**config.mk**
```make
export PLATFORM = sky130hd
export DESIGN_NAME = pcie_mailbox_reader
export DESIGN_NICKNAME = d
export VERILOG_FILES = /design/src/rtl/pcie_mailbox_reader.sv
export SDC_FILE = /design/constraint.sdc
export NUM_CORES = 1
export LEC_CHECK = 0
export BUFFER_PORTS_ARGS = -buffer_cell sky130_fd_sc_hd__buf_2
export CAP_MARGIN = 20
export CORE_MARGIN = 4
export CORE_UTILIZATION = 45
export DETAILED_ROUTE_END_ITERATION = 10
export PLACE_DENSITY = 0.66
export SLEW_MARGIN = 40
export SYNTH_ARGS = -nofsm -noshare
export SYNTH_HDL_FRONTEND = slang
export SYNTH_SLANG_ARGS = --single-unit
```
**constraint.sdc**
```tcl
create_clock -name clk -period 2.71 [get_ports clk]
set_input_delay 0.542 -clock clk [delete_from_list [all_inputs] [get_ports clk]]
set_output_delay 0.542 -clock clk [all_outputs]
set_load 0.05 [all_outputs]
```
**src/rtl/pcie_mailbox_reader.sv**
```systemverilog
// pcie_mailbox_reader
// ---------------------------------------------------------------------------
// Polls the PCIe-shared mailbox RAM for host-to-FPGA messages. Each slot is
// four 32-bit words; bit 31 of word 3 is a toggle ("lead") bit. A slot holds a
// new message when its lead bit differs from the value last delivered for that
// slot. A message is read header-first (w3), then w0..w2, then w3 again. The
// message is presented only if both w3 reads agree. If they differ, the host
// was writing while the slot was read (a torn read), so the slot is re-read.
//
// Ports
//   clk, rst_n    clock; asynchronous active-low reset
//   enable        allows the start of a new header read
//   RAM_addr      word address of the current read (held between reads)
//   RAM_rd_en     one-cycle read strobe
//   RAM_rdata     read data, valid RD_LAT cycles after RAM_rd_en
//   FPGA_data     {w3,w2,w1,w0} of the presented message
//   FPGA_valid    message available; held until FPGA_accept
//   FPGA_accept   consumer handshake
//   slot_id       slot of the presented message
//   busy          block is not in IDLE
// ---------------------------------------------------------------------------
module pcie_mailbox_reader #(
  parameter int          NSLOT     = 1,
  parameter logic [10:0] BASE_ADDR = 11'h000,
  parameter int          RD_LAT    = 1
) (
  input  logic         clk,
  input  logic         rst_n,
  input  logic         enable,
  output logic [10:0]  RAM_addr,
  output logic         RAM_rd_en,
  input  logic [31:0]  RAM_rdata,
  output logic [127:0] FPGA_data,
  output logic         FPGA_valid,
  input  logic         FPGA_accept,
  output logic [6:0]   slot_id,
  output logic         busy
);

  typedef enum logic [2:0] {IDLE, HDR, BODY, CHK, PRESENT} state_t;

  localparam logic [1:0] LAT       = 2'(RD_LAT);
  localparam logic [6:0] LAST_SLOT = 7'(NSLOT - 1);

  state_t            state_reg, state_next;
  logic [1:0]        cnt_reg, cnt_next;     // cycles since the last read strobe
  logic [1:0]        word_reg, word_next;   // body word being read
  logic [6:0]        slot_reg, slot_next;
  logic [1:0]        retry_reg, retry_next;
  logic [3:0][31:0]  w_reg, w_next;         // w_reg[3] is the header word
  logic              rd_en_reg, rd_en_next;
  logic [10:0]       addr_reg, addr_next;
  logic              valid_reg, valid_next;

  logic [127:0]      last_lead;
  logic              lead_set;

  logic              data_ready;
  logic [6:0]        slot_adv;
  logic              issue;
  logic [6:0]        issue_slot;
  logic [1:0]        issue_word;

  function automatic logic [10:0] slot_addr(input logic [6:0] s, input logic [1:0] w);
    return BASE_ADDR + {2'b00, s, 2'b00} + {9'b0, w};
  endfunction

  assign data_ready = (cnt_reg == LAT);
  assign slot_adv   = (slot_reg == LAST_SLOT) ? 7'd0 : slot_reg + 7'd1;

  // Per-slot lead bit last delivered. Unused slot positions read as 0 so
  // the pointer can index the vector directly.
  genvar gi;
  generate
    for (gi = 0; gi < 128; gi++) begin : g_lead
      if (gi < NSLOT) begin : g_used
        logic lead_q;
        always_ff @(posedge clk or negedge rst_n) begin
          if (!rst_n) begin
            lead_q <= 1'b0;
          end else if (lead_set && (slot_reg == 7'(gi))) begin
            lead_q <= w_reg[3][31];
          end
        end
        assign last_lead[gi] = lead_q;
      end else begin : g_unused
        assign last_lead[gi] = 1'b0;
      end
    end
  endgenerate

  always_ff @(posedge clk or negedge rst_n) begin
    if (!rst_n) begin
      state_reg <= IDLE;
      cnt_reg   <= 2'd0;
      word_reg  <= 2'd0;
      slot_reg  <= 7'd0;
      retry_reg <= 2'd0;
      w_reg     <= '0;
      rd_en_reg <= 1'b0;
      addr_reg  <= 11'd0;
      valid_reg <= 1'b0;
    end else begin
      state_reg <= state_next;
      cnt_reg   <= cnt_next;
      word_reg  <= word_next;
      slot_reg  <= slot_next;
      retry_reg <= retry_next;
      w_reg     <= w_next;
      rd_en_reg <= rd_en_next;
      addr_reg  <= addr_next;
      valid_reg <= valid_next;
    end
  end

  always_comb begin
    state_next = state_reg;
    cnt_next   = data_ready ? cnt_reg : cnt_reg + 2'd1;  // saturate at LAT
    word_next  = word_reg;
    slot_next  = slot_reg;
    retry_next = retry_reg;
    w_next     = w_reg;
    rd_en_next = 1'b0;
    addr_next  = addr_reg;
    valid_next = valid_reg;
    lead_set   = 1'b0;
    issue      = 1'b0;
    issue_slot = slot_reg;
    issue_word = 2'd3;

    case (state_reg)
      IDLE: begin
        if (enable) begin
          state_next = HDR;
          issue      = 1'b1;
        end
      end

      HDR: begin
        if (data_ready) begin
          if (RAM_rdata[31] == last_lead[slot_reg]) begin
            // Stale slot: move on without touching the body.
            slot_next  = slot_adv;
            retry_next = 2'd0;
            if (enable) begin
              issue      = 1'b1;
              issue_slot = slot_adv;
            end else begin
              state_next = IDLE;
            end
          end else begin
            w_next[3]  = RAM_rdata;
            word_next  = 2'd0;
            state_next = BODY;
            issue      = 1'b1;
            issue_word = 2'd0;
          end
        end
      end

      BODY: begin
        if (data_ready) begin
          w_next[word_reg] = RAM_rdata;
          issue            = 1'b1;
          if (word_reg == 2'd2) begin
            state_next = CHK;
          end else begin
            word_next  = word_reg + 2'd1;
            issue_word = word_reg + 2'd1;
          end
        end
      end

      CHK: begin
        if (data_ready) begin
          if (RAM_rdata == w_reg[3]) begin
            lead_set   = 1'b1;
            valid_next = 1'b1;
            state_next = PRESENT;
          end else if (retry_reg == 2'd2) begin
            // Third torn read in a row: give up on this slot for now. The
            // lead bit is left alone so the message is picked up next pass.
            retry_next = 2'd0;
            slot_next  = slot_adv;
            if (enable) begin
              state_next = HDR;
              issue      = 1'b1;
              issue_slot = slot_adv;
            end else begin
              state_next = IDLE;
            end
          end else begin
            // Re-reading the same slot finishes the current transaction,
            // so it is not gated by enable.
            retry_next = retry_reg + 2'd1;
            state_next = HDR;
            issue      = 1'b1;
          end
        end
      end

      PRESENT: begin
        if (FPGA_accept) begin
          valid_next = 1'b0;
          slot_next  = slot_adv;
          retry_next = 2'd0;
          if (enable) begin
            state_next = HDR;
            issue      = 1'b1;
            issue_slot = slot_adv;
          end else begin
            state_next = IDLE;
          end
        end
      end

      default: begin
        state_next = IDLE;
      end
    endcase

    if (issue) begin
      rd_en_next = 1'b1;
      addr_next  = slot_addr(issue_slot, issue_word);
      cnt_next   = 2'd0;
    end
  end

  assign RAM_addr   = addr_reg;
  assign RAM_rd_en  = rd_en_reg;
  assign FPGA_data  = w_reg;
  assign FPGA_valid = valid_reg;
  assign slot_id    = slot_reg;
  assign busy       = (state_reg != IDLE);

endmodule

```
After elaboration in Yosys (flattened, before gate mapping)
Cells that the tools add are included.
{"block": "op_classes", "n_reduce_logical": 15, "n_eq_ne": 23, "mux": 73, "n_lt_le_gt_ge": 3, "addsub": 5}
{"cell": "bitwise mux 128 bit", "count": 1}
{"cell": "2-to-1 mux 128 bit", "count": 1}
{"cell": "2-to-1 mux 7 bit", "count": 14}
{"cell": "2-to-1 mux 32 bit", "count": 3}
{"cell": "demux 32 bit (select 2 bit)", "count": 1}
{"cell": "case mux 32 bit (2 select lines)", "count": 1}
{"cell": "case mux 7 bit (3 select lines)", "count": 2}
{"cell": "equality test 32 bit", "count": 1}
{"cell": "2-to-1 mux 2 bit", "count": 16}
{"cell": "2-to-1 mux 3 bit", "count": 10}
{"cell": "!= test 2 bit (second input constant)", "count": 12}
{"cell": "2-to-1 mux 1 bit", "count": 17}
{"cell": "case mux 3 bit (5 select lines)", "count": 1}
{"cell": "AND reduction 7 bit", "count": 2}
{"cell": "adder 9 x 2 -> 10 bit", "count": 1}
{"cell": "less-than comparator 7 x 8 -> 1 bit (second input constant)", "count": 1}
{"cell": "case mux 2 bit (2 select lines)", "count": 2}
{"cell": "AND reduction 4 bit", "count": 2}
{"cell": "adder 7 x 1 -> 7 bit (second input constant)", "count": 1}
{"cell": "binary-select mux 1 bit (select 7 bit)", "count": 1}
{"cell": "logical NOT 7 bit", "count": 1}
{"cell": "adder 2 x 1 -> 2 bit (second input constant)", "count": 3}
{"cell": "equality test 3 x 2 -> 1 bit (second input constant)", "count": 2}
{"cell": "case mux 2 bit (3 select lines)", "count": 1}
{"cell": "18 further kinds", "count": 22}
{"block": "word_totals", "output_inout_bits": 149, "register_bits": 158, "elab_cells": 132}

Longest topological paths before layout
Gate-level depths: netlist of the first run.
{"block": "depth", "depth_word": 8, "depth_mapped": 11, "mapped_depth_nobuf": 9}

Least setup slack after synthesis of the first run
OpenSTA, ideal clock, no wires.
{"block": "synth_path", "path_kind": "flip-flop to flip-flop", "startpoint": "reg slot_reg[2] (netlist: slot_id[2])", "endpoint": "reg addr_reg[5] (netlist: RAM_addr[5])", "arrival_time_ns": 2.565, "t_required_ns": 2.590, "path_slack_ns": 0.026, "path_stages_with_launch": 9, "cell_sequence": "dfrtp_1 -> or4b_1 -> or3_1 -> and2_1 -> buf_6 -> a21o_4 -> o211a_4 -> a21o_1 -> a31o_1"}
{"block": "synth_via", "elab_chain_cells": 8, "elab_cells_between_ends": 21}
{"item": "start: declaration", "line_no": "48", "source": "logic [6:0] slot_reg, slot_next;"}
{"item": "start signal: assignment", "line_no": "107", "source": "slot_reg <= slot_next;"}
{"item": "adder 7 x 1 -> 7 bit or logical NOT 7 bit (tied branches)", "line_no": "69", "source": "assign slot_adv = (slot_reg == LAST_SLOT) ? 7'd0 : slot_reg + 7'd1;"}
{"item": "2-to-1 mux 7 bit", "line_no": "69"}
{"item": "2-to-1 mux 7 bit", "line_no": "145, 185, 207"}
{"item": "2-to-1 mux 7 bit", "line_no": "180", "source": "end else if (retry_reg == 2'd2) begin"}
{"item": "2-to-1 mux 7 bit", "line_no": "176", "source": "if (RAM_rdata == w_reg[3]) begin"}
{"item": "2-to-1 mux 7 bit", "line_no": "175", "source": "if (data_ready) begin"}
{"item": "case mux 7 bit (3 select lines)", "line_no": "131", "source": "case (state_reg)"}
{"item": "adder 9 x 2 -> 10 bit", "line_no": "65", "source": "return BASE_ADDR + {2'b00, s, 2'b00} + {9'b0, w};"}
{"item": "end signal: assignment", "line_no": "111", "source": "addr_reg <= addr_next;"}
{"item": "end: declaration", "line_no": "52", "source": "logic [10:0] addr_reg, addr_next;"}
Parallel ways exist; a longest one is shown, timed or not. The select of a mux whose other input is x is not followed.
A chain may end at the register's enable or synchronous reset.

Final worst setup path of the first run
{"block": "layout_path", "startpoint": "reg slot_reg[4] (netlist: slot_id[4])", "endpoint": "reg slot_reg[2] (netlist: slot_id[2])"}
{"block": "layout_via", "elab_chain_cells": 6, "elab_cells_between_ends": 14}
{"item": "parallel branches: the longest is 6 deep, another holds binary-select mux 1 bit (select 7 bit)"}
Parallel ways; which one is timed is not known. The select of a mux whose other input is x is not followed.

==> metrics.txt, run 1 <==
# TYPE chip_impl_metric gauge
chip_impl_metric{name="final_util",unit=""} 0.583
chip_impl_metric{name="fill_cells",unit=""} 1281
chip_impl_metric{name="dp.final_hpwl",unit="um"} 12800
chip_impl_metric{name="timing.hold.ws",unit="ns"} 0.123
chip_impl_metric{name="required_worst_endpoint",unit="ns"} 3.02
chip_impl_metric{name="final-setup-viol-count",unit=""} 0
chip_impl_metric{name="first_pass_grt_wire_length",unit="um"} 28600
chip_impl_metric{name="antenna_cells_inserted",unit=""} 0
chip_impl_metric{name="placeableCoreArea",unit="um2"} 15300
chip_impl_info{name="path_delay_family",value="simple AND/OR/NAND/NOR gates"} 1
chip_impl_metric{name="postSynthCellCount",unit=""} 520
chip_impl_metric{name="r2r_cell_count",unit=""} 7
chip_impl_info{name="end_kind",value="flip-flop"} 1
chip_impl_metric{name="worst-r2r-setup-slack",unit="ns"} 0.13
chip_impl_metric{name="dieArea",unit="um2"} 17600
chip_impl_info{name="synthTopCellsByArea",value="dfrtp_1 56%, mux2_2 16%, mux2_4 6.4%"} 1
chip_impl_metric{name="yosysWarnings",unit=""} 0
chip_impl_metric{name="clk_pin_slew",unit="ns"} 0.06
chip_impl_info{name="timing.critical_path.slowest_stage_cell",value="or4_1"} 1
chip_impl_metric{name="postLayoutSetupSlackWorst",unit="ns"} 0.134
chip_impl_metric{name="post-route-min-period",unit="ns"} 2.58
chip_impl_metric{name="wire_per_inst",unit="um"} 18.5
chip_impl_metric{name="cts_setup_buffers",unit=""} 0
chip_impl_metric{name="wire_length_after_detailed_routing",unit="um"} 17500
chip_impl_metric{name="yosysUniqueCellTypes",unit=""} 58
chip_impl_info{name="critical_path.cell_chain",value="or4_1 -> or3_1 -> and2_1 -> a21o_4 -> o21a_1 -> nand2_1 -> mux2_2"} 1
chip_impl_metric{name="clkLatencyLatePin",unit="ns"} 0.42
chip_impl_metric{name="critical_path_arrival",unit="ns"} 2.88
chip_impl_info{name="r2r-start",value="slot_id[4]"} 1
chip_impl_metric{name="start_util",unit=""} 0.460
chip_impl_metric{name="post_cts_resized",unit=""} 0
chip_impl_metric{name="syn_to_final_growth",unit="%"} 26.9
chip_impl_metric{name="row_count",unit=""} 45
chip_impl_info{name="yosys_most_used_dff",value="dfrtp_1"} 1
chip_impl_metric{name="cts.htree.levels",unit=""} 4
chip_impl_info{name="synth_top_area_cell",value="dfrtp_1"} 1
chip_impl_metric{name="critical-path-max-stage-delay",unit="ns"} 0.57
chip_impl_metric{name="synth_enable_flop_cells",unit=""} 0
chip_impl_metric{name="max_slew_margin",unit=""} 0.586
chip_impl_info{name="synthTopCellsByCount",value="156 x dfrtp_1, 100 x mux2_2, 37 x xnor2_1"} 1
chip_impl_metric{name="achievable-frequency",unit="MHz"} 388
chip_impl_metric{name="timing_hold_violations_final",unit=""} 0
chip_impl_info{name="unrepaired_setup_endpoints_after_global_routing",value="no"} 1
chip_impl_metric{name="dp_slack",unit="ns"} -0.0795
chip_impl_metric{name="number_of_buffers_inserted_during_clock_tree_synthesis",unit=""} 17
chip_impl_metric{name="synth_sequential_area_ratio",unit=""} 0.557
chip_impl_metric{name="yosys.area.top_type_share",unit=""} 0.557
chip_impl_metric{name="via_per_inst",unit=""} 5.21
chip_impl_info{name="cts_tree",value="built"} 1
chip_impl_info{name="hold_class",value="input pin to async pin"} 1
chip_impl_metric{name="timing.clock.skew",unit="ns"} 0.00926
chip_impl_metric{name="timing.setup.tns",unit="ns"} 0
chip_impl_metric{name="design.portCount",unit=""} 185
chip_impl_metric{name="finalMaxSlewViolations",unit=""} 0
chip_impl_metric{name="synth-seq-cells",unit=""} 156
chip_impl_metric{name="cts_max_path_buffers",unit=""} 2
chip_impl_info{name="worst_setup_path_startpoint",value="slot_id[4]"} 1
chip_impl_metric{name="grt_pass1_vias",unit=""} 5298
chip_impl_metric{name="drc_errors",unit=""} 0
chip_impl_metric{name="synth.avg_cell_area",unit="um2"} 13.5
chip_impl_metric{name="port_buffers",unit=""} 182
chip_impl_metric{name="dr.first_iter.drc_count",unit=""} 186
chip_impl_info{name="synth_most_common_cell",value="dfrtp_1"} 1
chip_impl_metric{name="finish.net_count",unit=""} 763
chip_impl_metric{name="synth_async_sr_flop_share",unit=""} 1.00
chip_impl_metric{name="grt_overflow_total",unit=""} 0
chip_impl_metric{name="path_max_fanout",unit=""} 12
chip_impl_metric{name="fp.dieW",unit="um"} 133
chip_impl_metric{name="worstSetupPathDepth",unit=""} 7
chip_impl_metric{name="detail-route-antenna-nets",unit=""} 0
chip_impl_metric{name="grt_start_max_net_pins",unit=""} 66
chip_impl_metric{name="pin_slew_with_the_least_headroom_to_its_limit",unit="ns"} 0.622
chip_impl_metric{name="cts_sinks",unit=""} 156
chip_impl_metric{name="final.period_utilization",unit=""} 0.951
chip_impl_metric{name="netlist_area",unit="um2"} 7010
chip_impl_metric{name="global_route.usage.total",unit=""} 0.204
chip_impl_metric{name="timing.critical_path.buf_inv",unit=""} 0
chip_impl_metric{name="drt_pass1_iterations",unit=""} 4
chip_impl_metric{name="cap_viol_max_count",unit=""} 0
chip_impl_metric{name="die_height",unit="um"} 133
chip_impl_metric{name="drive_above_1_share",unit=""} 0.512
chip_impl_metric{name="post_cts_hold_buffer_count",unit=""} 0
chip_impl_metric{name="gp_congestion",unit=""} 0.860
chip_impl_info{name="worstSetupStartpointType",value="flip-flop"} 1
chip_impl_info{name="setup.worst_path.class",value="flip-flop to flip-flop"} 1
chip_impl_metric{name="route.vias.total",unit=""} 4917
chip_impl_info{name="critical_path.reg2reg.endpoint",value="slot_id[2]"} 1
chip_impl_info{name="cts_root_buffer",value="clkbuf_16"} 1
chip_impl_metric{name="grt_antenna_before_repair",unit=""} 0
chip_impl_info{name="timing.critical_path.to",value="slot_id[2]"} 1
chip_impl_info{name="outcome",value="finished, final reports clean"} 1
chip_impl_metric{name="largest_register_ffs",unit=""} 128
[final cells by class]
class / count / area (um2) / area share
clock buffer: 21 / 450 / 0.0506
clock inverter: 11 / 143 / 0.0160
inverter: 12 / 45.0 / 0.00506
multi-input combinational: 328 / 2940 / 0.330
sequential: 156 / 3900 / 0.439
tap: 211 / 264 / 0.0297
timing repair buffer: 205 / 1150 / 0.130
[per-stage QoR]
step                cell area, um2  cells
finish                        8900    944
global route                  8900    944
CTS                           8900    944
detailed placement            8310    912
global placement              8310    912
floorplan                     7020    521
[layer usage]
layer / global-route usage / share of wire / vias up
li1: - / - / 2246
met1: 0.260 / 0.42 / 2490
met2: 0.331 / 0.49 / 157
met3: 0.0589 / 0.071 / 24
met4: 0.0722 / 0.017 / 0
met5: 0 / 0 / -
[logic make-up (layout without fill, tap and decap cells)]
family          count (synthesis)  in the layout  share of synthesized area
xor+xnor                       38             38                     0.0474
flops                         156            156                      0.557
simple gates                   90             90                     0.0687
fa+ha+maj                       7              7                     0.0125
other cells                     1              2                   0.000535
compound gates                 60             60                     0.0612
buf+inv                        37            249                     0.0269
mux                           131            131                      0.226
[worst min-delay path by stage]
stage,end,slack (ns),cells after the start
3_3_place_gp,RAM_addr[3],0.48,1
2_1_floorplan,FPGA_data[0],0.25,0
6_report,RAM_addr[7],0.12,1
5_1_grt,RAM_addr[5],0.18,1
4_1_cts,RAM_addr[5],0.14,1
3_5_place_dp,RAM_addr[3],0.48,1
[placed cells by master, fill, tap and decap left out, types with 5 or more instances in the layout]
master / n
xnor2_1: 37
buf_2: 181
nor2_1: 18
clkbuf_16: 17
and2_1: 5
dfrtp_1: 156
mux2_2: 100
buf_12: 5
o21ai_0: 13
nand4_1: 9
ha_1: 7
and3_1: 5
inv_1: 11
a31oi_1: 6
mux2_4: 30
a21oi_1: 11
nand2_1: 22
buf_4: 18
Power of run 1 is not shown: default switching activity piles up to over one toggle a cycle in this logic, so the estimate is an artifact.
==> run 2, diff against run 1 <==
--- a/config.mk
+++ b/config.mk
@@ -11,6 +11,7 @@
 export CORE_UTILIZATION = 45
 export DETAILED_ROUTE_END_ITERATION = 10
 export PLACE_DENSITY = 0.66
+export REMOVE_ABC_BUFFERS = 1
 export SLEW_MARGIN = 40
 export SYNTH_ARGS = -nofsm -noshare
 export SYNTH_HDL_FRONTEND = slang
==> run 2 against run 1 <==
  * Wire length fell by 0.19%
  * Via count rose by 0.12%
  * Non-clock buffer count fell by 1
  * Clock-buffer cell count did not move
  * Global-route usage rose by 0.36 points
  * Sequential share of layout area fell by 0.068 points
  * Die area did not move
  * Cell count fell by 0.21%
  * Clock skew rose by 0.0024 ns
  * Critical path type unchanged
==> metrics.txt, run 2 (synthesis gave the netlist of run 1 again) <==
# TYPE chip_impl_metric gauge
chip_impl_info{name="outcome",value="finished, final reports clean"} 1
chip_impl_metric{name="post-route-min-period",unit="ns"} 2.54
chip_impl_metric{name="grt_overflow_total",unit=""} 0
chip_impl_metric{name="final_util",unit=""} 0.584
chip_impl_metric{name="grt_pass1_vias",unit=""} 5284
chip_impl_info{name="cts_root_buffer",value="clkbuf_16"} 1
chip_impl_metric{name="pin_slew_with_the_least_headroom_to_its_limit",unit="ns"} 0.533
chip_impl_metric{name="achievable-frequency",unit="MHz"} 393
chip_impl_metric{name="placedInstanceArea",unit="um2"} 8280
chip_impl_metric{name="detail-route-antenna-nets",unit=""} 0
chip_impl_metric{name="path_max_fanout",unit=""} 21
chip_impl_metric{name="dieArea",unit="um2"} 17600
chip_impl_metric{name="number_of_buffers_inserted_during_clock_tree_synthesis",unit=""} 17
chip_impl_metric{name="first_pass_grt_wire_length",unit="um"} 28700
chip_impl_info{name="r2r-start",value="slot_id[6]"} 1
chip_impl_metric{name="critical_path_arrival",unit="ns"} 2.85
chip_impl_metric{name="largest_register_ffs",unit=""} 128
chip_impl_metric{name="start_util",unit=""} 0.460
chip_impl_metric{name="drive_above_1_share",unit=""} 0.510
chip_impl_metric{name="worst-r2r-setup-slack",unit="ns"} 0.17
chip_impl_metric{name="via_per_inst",unit=""} 5.23
chip_impl_metric{name="cts.htree.levels",unit=""} 4
chip_impl_metric{name="required_worst_endpoint",unit="ns"} 3.02
chip_impl_metric{name="finish.net_count",unit=""} 762
chip_impl_metric{name="grt_antenna_before_repair",unit=""} 0
chip_impl_metric{name="route.vias.total",unit=""} 4923
chip_impl_metric{name="design.portCount",unit=""} 185
chip_impl_metric{name="clkLatencyLatePin",unit="ns"} 0.42
chip_impl_metric{name="global_route.usage.total",unit=""} 0.207
chip_impl_metric{name="dp.final_hpwl",unit="um"} 12500
chip_impl_info{name="hold_class",value="input pin to flip-flop"} 1
chip_impl_info{name="worstSetupStartpointType",value="flip-flop"} 1
chip_impl_metric{name="antenna_cells_inserted",unit=""} 0
chip_impl_metric{name="gp_congestion",unit=""} 0.863
chip_impl_metric{name="dp_slack",unit="ns"} 0.192
chip_impl_metric{name="drt_pass1_iterations",unit=""} 5
chip_impl_metric{name="max_slew_margin",unit=""} 0.644
chip_impl_metric{name="design_area",unit="um2"} 8910
chip_impl_metric{name="timing.clock.skew",unit="ns"} 0.0116
chip_impl_metric{name="r2r_cell_count",unit=""} 8
chip_impl_info{name="critical_path.reg2reg.endpoint",value="FPGA_data[107]"} 1
chip_impl_metric{name="syn_to_final_growth",unit="%"} 27.1
chip_impl_metric{name="timing.hold.ws",unit="ns"} 0.395
chip_impl_metric{name="dr.first_iter.drc_count",unit=""} 260
chip_impl_metric{name="finalMaxSlewViolations",unit=""} 0
chip_impl_metric{name="wire_per_inst",unit="um"} 18.5
chip_impl_info{name="final_common_cell",value="buf_2"} 1
chip_impl_metric{name="fp.dieW",unit="um"} 133
chip_impl_info{name="unrepaired_setup_endpoints_after_global_routing",value="no"} 1
chip_impl_info{name="worstHoldEndpoint",value="state_reg[2]"} 1
chip_impl_metric{name="cts_sinks",unit=""} 156
chip_impl_info{name="most_frequent_cells_in_the_layout",value="181 x buf_2, 156 x dfrtp_1, 100 x mux2_2, 37 x xnor2_1, 30 x mux2_4"} 1
chip_impl_info{name="worstHoldStart",value="FPGA_accept"} 1
chip_impl_metric{name="grt_start_max_net_pins",unit=""} 98
chip_impl_metric{name="whs_path_depth",unit=""} 2
chip_impl_metric{name="final-setup-viol-count",unit=""} 0
chip_impl_metric{name="cts_max_path_buffers",unit=""} 2
chip_impl_metric{name="wire_length_after_detailed_routing",unit="um"} 17500
chip_impl_info{name="cts_tree",value="built"} 1
chip_impl_metric{name="post_cts_resized",unit=""} 0
chip_impl_metric{name="clk_pin_slew",unit="ns"} 0.06
chip_impl_info{name="end_kind",value="flip-flop"} 1
chip_impl_metric{name="drc_errors",unit=""} 0
chip_impl_metric{name="fill_cells",unit=""} 1256
chip_impl_metric{name="final.period_utilization",unit=""} 0.939
chip_impl_metric{name="placeableCoreArea",unit="um2"} 15300
chip_impl_metric{name="die_height",unit="um"} 133
chip_impl_metric{name="cap_viol_max_count",unit=""} 0
chip_impl_metric{name="port_buffers",unit=""} 182
chip_impl_metric{name="row_count",unit=""} 45
chip_impl_info{name="setup.worst_path.class",value="flip-flop to flip-flop"} 1
chip_impl_metric{name="timing_hold_violations_final",unit=""} 0
chip_impl_metric{name="postLayoutSetupSlackWorst",unit="ns"} 0.165
run 2: cell count changes in the layout (fill, tap and decap cells not counted):
cell / before / now
buf_12: 5 / 4
buf_4: 18 / 17
bufinv_16: 3 / 4
clkbuf_1: 3 / 2
clkbuf_8: 1 / 2
clkinv_2: 4 / 2
clkinv_4: 1 / 2
clkinvlp_4: 2 / 1
dlygate4sd3_1: 0 / 1
run 2: critical path, stage by stage, from the launching register on:
cell      delay [ns]
dfrtp_1         0.42
or4_1           0.54
o21ai_0         0.21
and2_1          0.22
nand2b_4        0.15
nand2_2         0.06
nand2_4         0.06
buf_4           0.37
mux2_2          0.38
run 2: per-stage QoR:
stage | setup TNS, ns | instances
after floorplan | -2.38 | 496
after global placement | 0 | 910
after detailed placement | 0 | 910
after CTS | 0 | 942
after global routing | 0 | 942
final | 0 | 942
run 2: area by class of cell:
cell class / instances / area, um2 / area share
Clock buffer: 21 / 460 / 0.0517
Multi-Input combinational cell: 328 / 2940 / 0.330
Tap cell: 211 / 264 / 0.0296
Sequential cell: 156 / 3900 / 0.438
Timing Repair Buffer: 204 / 1130 / 0.127
Inverter: 12 / 45.0 / 0.00505
Clock inverter: 10 / 164 / 0.0184
run 2: worst max-delay path by stage:
stage	startpoint	to	slack, ns	cells past startpoint
detailed placement	slot_id[0]	FPGA_data[99]	0.19	8
floorplan	slot_id[2]	FPGA_data[100]	-0.07	7
CTS	slot_id[6]	FPGA_data[107]	0.18	8
finish	slot_id[6]	FPGA_data[107]	0.17	8
global route	cnt_reg[1]	RAM_addr[5]	0.04	10
global placement	RAM_rdata[14]	slot_id[2]	0.19	9
run 2: per-layer routing:
metal	GRT usage	up-vias	part of all wire
met5	0	-	0
met4	0.0629	0	0.013
met3	0.0795	20	0.086
met2	0.339	168	0.49
met1	0.255	2489	0.41
li1	-	2246	-
run 2: repair_timing:
action,4_1_cts,5_1_grt
setup endpoints to repair,0,0
endpoints found under the hold margin,11,0
hold buffers,1,0
buffers inserted,0,0
Power of run 2 is left out for the same reason.
==> run 3, diff against run 2 <==
--- a/config.mk
+++ b/config.mk
@@ -5,6 +5,7 @@
 export SDC_FILE = /design/constraint.sdc
 export NUM_CORES = 1
 export LEC_CHECK = 0
+export ABC_AREA = 1
 export BUFFER_PORTS_ARGS = -buffer_cell sky130_fd_sc_hd__buf_2
 export CAP_MARGIN = 20
 export CORE_MARGIN = 4
==> run 3 against run 2 <==
  * Sequential cell count did not move
  * Setup slack improved by 0.064 ns
  * Clock-buffer cell count fell by 2
  * Via count rose by 21%
  * Register-to-register slack improved by 0.06 ns
  * Fmax rose by 2.6%
  * Global-route usage barely moved
  * Synthesized cell count rose by 55%
  * First-iteration DRC count rose by 43%
  * Cell count rose by 30%
  * Worst hold slack got worse by 0.34 ns
==> metrics.txt, run 3 <==
# TYPE chip_impl_metric gauge
chip_impl_info{name="outcome",value="finished, final reports clean"} 1
chip_impl_metric{name="syn_to_final_growth",unit="%"} 25.4
chip_impl_metric{name="row_count",unit=""} 45
chip_impl_metric{name="finalMaxSlewViolations",unit=""} 0
chip_impl_info{name="synthTopCellsByArea",value="dfrtp_1 55%, nand2_1 13%, o21ai_0 8.1%"} 1
chip_impl_info{name="yosys_most_used_dff",value="dfrtp_1"} 1
chip_impl_info{name="most_frequent_cells_in_the_layout",value="239 x nand2_1, 181 x buf_2, 156 x dfrtp_1, 116 x o21ai_0, 72 x inv_1"} 1
chip_impl_metric{name="drc_errors",unit=""} 0
chip_impl_metric{name="design_area",unit="um2"} 8940
chip_impl_metric{name="start_util",unit=""} 0.464
chip_impl_metric{name="synth_async_sr_flop_share",unit=""} 1.00
chip_impl_metric{name="drive_above_1_share",unit=""} 0.266
chip_impl_metric{name="cts_setup_buffers",unit=""} 0
chip_impl_metric{name="post_cts_resized",unit=""} 0
chip_impl_metric{name="pin_slew_with_the_least_headroom_to_its_limit",unit="ns"} 0.710
chip_impl_metric{name="first_pass_grt_wire_length",unit="um"} 29700
chip_impl_metric{name="critical_path_arrival",unit="ns"} 2.84
chip_impl_metric{name="design.portCount",unit=""} 185
chip_impl_metric{name="path_max_fanout",unit=""} 11
chip_impl_metric{name="post_cts_hold_buffer_count",unit=""} 0
chip_impl_info{name="end_kind",value="flip-flop"} 1
chip_impl_info{name="worstSetupStartpointType",value="flip-flop"} 1
chip_impl_metric{name="final.period_utilization",unit=""} 0.916
chip_impl_metric{name="dieArea",unit="um2"} 17900
chip_impl_metric{name="synth_sequential_area_ratio",unit=""} 0.548
chip_impl_metric{name="cap_viol_max_count",unit=""} 0
chip_impl_metric{name="postSynthCellCount",unit=""} 807
chip_impl_info{name="synthTopCellsByCount",value="242 x nand2_1, 156 x dfrtp_1, 116 x o21ai_0"} 1
chip_impl_metric{name="number_of_buffers_inserted_during_clock_tree_synthesis",unit=""} 17
chip_impl_metric{name="netlist_area",unit="um2"} 7130
chip_impl_info{name="cts_tree",value="built"} 1
chip_impl_metric{name="timing_hold_violations_final",unit=""} 0
chip_impl_metric{name="timing.clock.skew",unit="ns"} 0.00745
chip_impl_metric{name="synth.avg_cell_area",unit="um2"} 8.83
chip_impl_info{name="final_common_cell",value="nand2_1"} 1
chip_impl_metric{name="clkLatencyLatePin",unit="ns"} 0.42
chip_impl_metric{name="cts_sinks",unit=""} 156
chip_impl_metric{name="gp_congestion",unit=""} 0.945
chip_impl_metric{name="placedInstanceArea",unit="um2"} 8350
chip_impl_metric{name="route.vias.total",unit=""} 5934
chip_impl_metric{name="max_slew_margin",unit=""} 0.524
chip_impl_metric{name="fill_cells",unit=""} 1413
chip_impl_metric{name="finish.net_count",unit=""} 1039
chip_impl_metric{name="port_buffers",unit=""} 182
chip_impl_metric{name="required_worst_endpoint",unit="ns"} 3.07
chip_impl_metric{name="antenna_cells_inserted",unit=""} 0
chip_impl_info{name="critical_path.cell_chain",value="inv_1 -> nand2_1 -> nor2_1 -> inv_1 -> nor2_1 -> inv_1 -> a21oi_1 -> nor2_1 -> nand2_1 -> clkinv_1 -> nor2_1 -> nand2_1 -> nand2_1"} 1
chip_impl_metric{name="yosysWarnings",unit=""} 0
chip_impl_info{name="timing.critical_path.slowest_stage_cell",value="dfrtp_1"} 1
chip_impl_info{name="synth_most_common_cell",value="nand2_1"} 1
chip_impl_metric{name="final-setup-viol-count",unit=""} 0
chip_impl_info{name="cts_root_buffer",value="clkbuf_16"} 1
chip_impl_metric{name="largest_register_ffs",unit=""} 128
chip_impl_metric{name="grt_start_max_net_pins",unit=""} 65
chip_impl_metric{name="yosysUniqueCellTypes",unit=""} 37
chip_impl_metric{name="grt_pass1_vias",unit=""} 5598
chip_impl_metric{name="yosys.area.top_type_share",unit=""} 0.548
chip_impl_metric{name="dr.first_iter.drc_count",unit=""} 371
chip_impl_metric{name="cts_max_path_buffers",unit=""} 2
chip_impl_metric{name="grt_antenna_before_repair",unit=""} 0
chip_impl_metric{name="achievable-frequency",unit="MHz"} 403
chip_impl_metric{name="clk_pin_slew",unit="ns"} 0.06
chip_impl_info{name="unrepaired_setup_endpoints_after_global_routing",value="no"} 1
chip_impl_metric{name="critical-path-max-stage-delay",unit="ns"} 0.38
chip_impl_metric{name="via_per_inst",unit=""} 4.86
chip_impl_metric{name="grt_overflow_total",unit=""} 0
chip_impl_metric{name="dp.final_hpwl",unit="um"} 13200
chip_impl_metric{name="wire_length_after_detailed_routing",unit="um"} 18200
chip_impl_metric{name="wire_per_inst",unit="um"} 14.9
chip_impl_metric{name="synth_enable_flop_cells",unit=""} 0
chip_impl_metric{name="post-route-min-period",unit="ns"} 2.48
chip_impl_metric{name="drt_pass1_iterations",unit=""} 5
chip_impl_metric{name="global_route.usage.total",unit=""} 0.207
chip_impl_metric{name="fp.dieW",unit="um"} 134
chip_impl_metric{name="detail-route-antenna-nets",unit=""} 0
chip_impl_metric{name="placeableCoreArea",unit="um2"} 15400
chip_impl_metric{name="synth-seq-cells",unit=""} 156
chip_impl_info{name="synth_top_area_cell",value="dfrtp_1"} 1
chip_impl_info{name="hold_class",value="input pin to async pin"} 1
chip_impl_metric{name="cts.htree.levels",unit=""} 4
chip_impl_metric{name="timing.setup.tns",unit="ns"} 0
chip_impl_info{name="setup.worst_path.class",value="flip-flop to flip-flop"} 1
chip_impl_metric{name="die_height",unit="um"} 134
## run 3: routing by layer
layer,up-vias,global-route usage,share of wire
met1,2785,0.291,0.45
met3,21,0.0480,0.062
met2,178,0.325,0.47
met4,0,0.0589,0.015
met5,-,0,0
li1,2950,-,-
## run 3: cells by family (layout without fill, tap and decap cells)
kind of cell	count (synthesis)	in the layout	share of synthesized area
xor gates and xnor gates	27	27	0.0332
AOI/OAI and AO/OA	141	141	0.105
buffers and inverters	105	306	0.0604
muxes	22	22	0.0448
and+or+nand+nor	348	348	0.196
adders and majority gates	7	7	0.0123
other	1	2	0.000526
DFF	156	156	0.548
## run 3: path summary, 6_finish.rpt
path | from | to | slack [ns] | depth (start not counted)
max | state_reg[1] | RAM_addr[8] | 0.23 | 13
min | rst_n | FPGA_data[68] | 0.06 | 1
max reg2reg | state_reg[1] | RAM_addr[8] | 0.23 | 13
min reg2reg | FPGA_data[36] | FPGA_data[36] | 0.48 | 2
max in group asynchronous | rst_n | RAM_rd_en | 1.97 | 2
min in group clk | RAM_rdata[16] | FPGA_data[112] | 0.40 | 2
## run 3: per-stage QoR
stage                      util  setup slack (ns)  hold WS, ns  instances
after floorplan               -             0.318        0.246        780
after global placement    0.544             0.278        0.461       1188
after detailed placement  0.544             0.214        0.466       1188
after CTS                 0.581             0.253       0.0682       1220
after global routing      0.581            0.0473       0.0854       1220
final                     0.581             0.229       0.0598       1220
## run 3: critical path: cells and delay by family (launching register included)
family	cells	cell delay (ns)
and+or+nand+nor	8	1.17
DFF	1	0.38
AOI/OAI and AO/OA	1	0.16
buffers and inverters	4	0.69
## run 3: layout make-up
type	count	area, um2	area share
clock buffer	19	443	0.0496
clock inverter	13	140	0.0157
inverter	77	289	0.0323
multi-input combinational	547	2810	0.314
sequential	156	3900	0.437
tap	211	264	0.0295
timing repair buffer	197	1090	0.122
Power of run 3 is left out for the same reason.
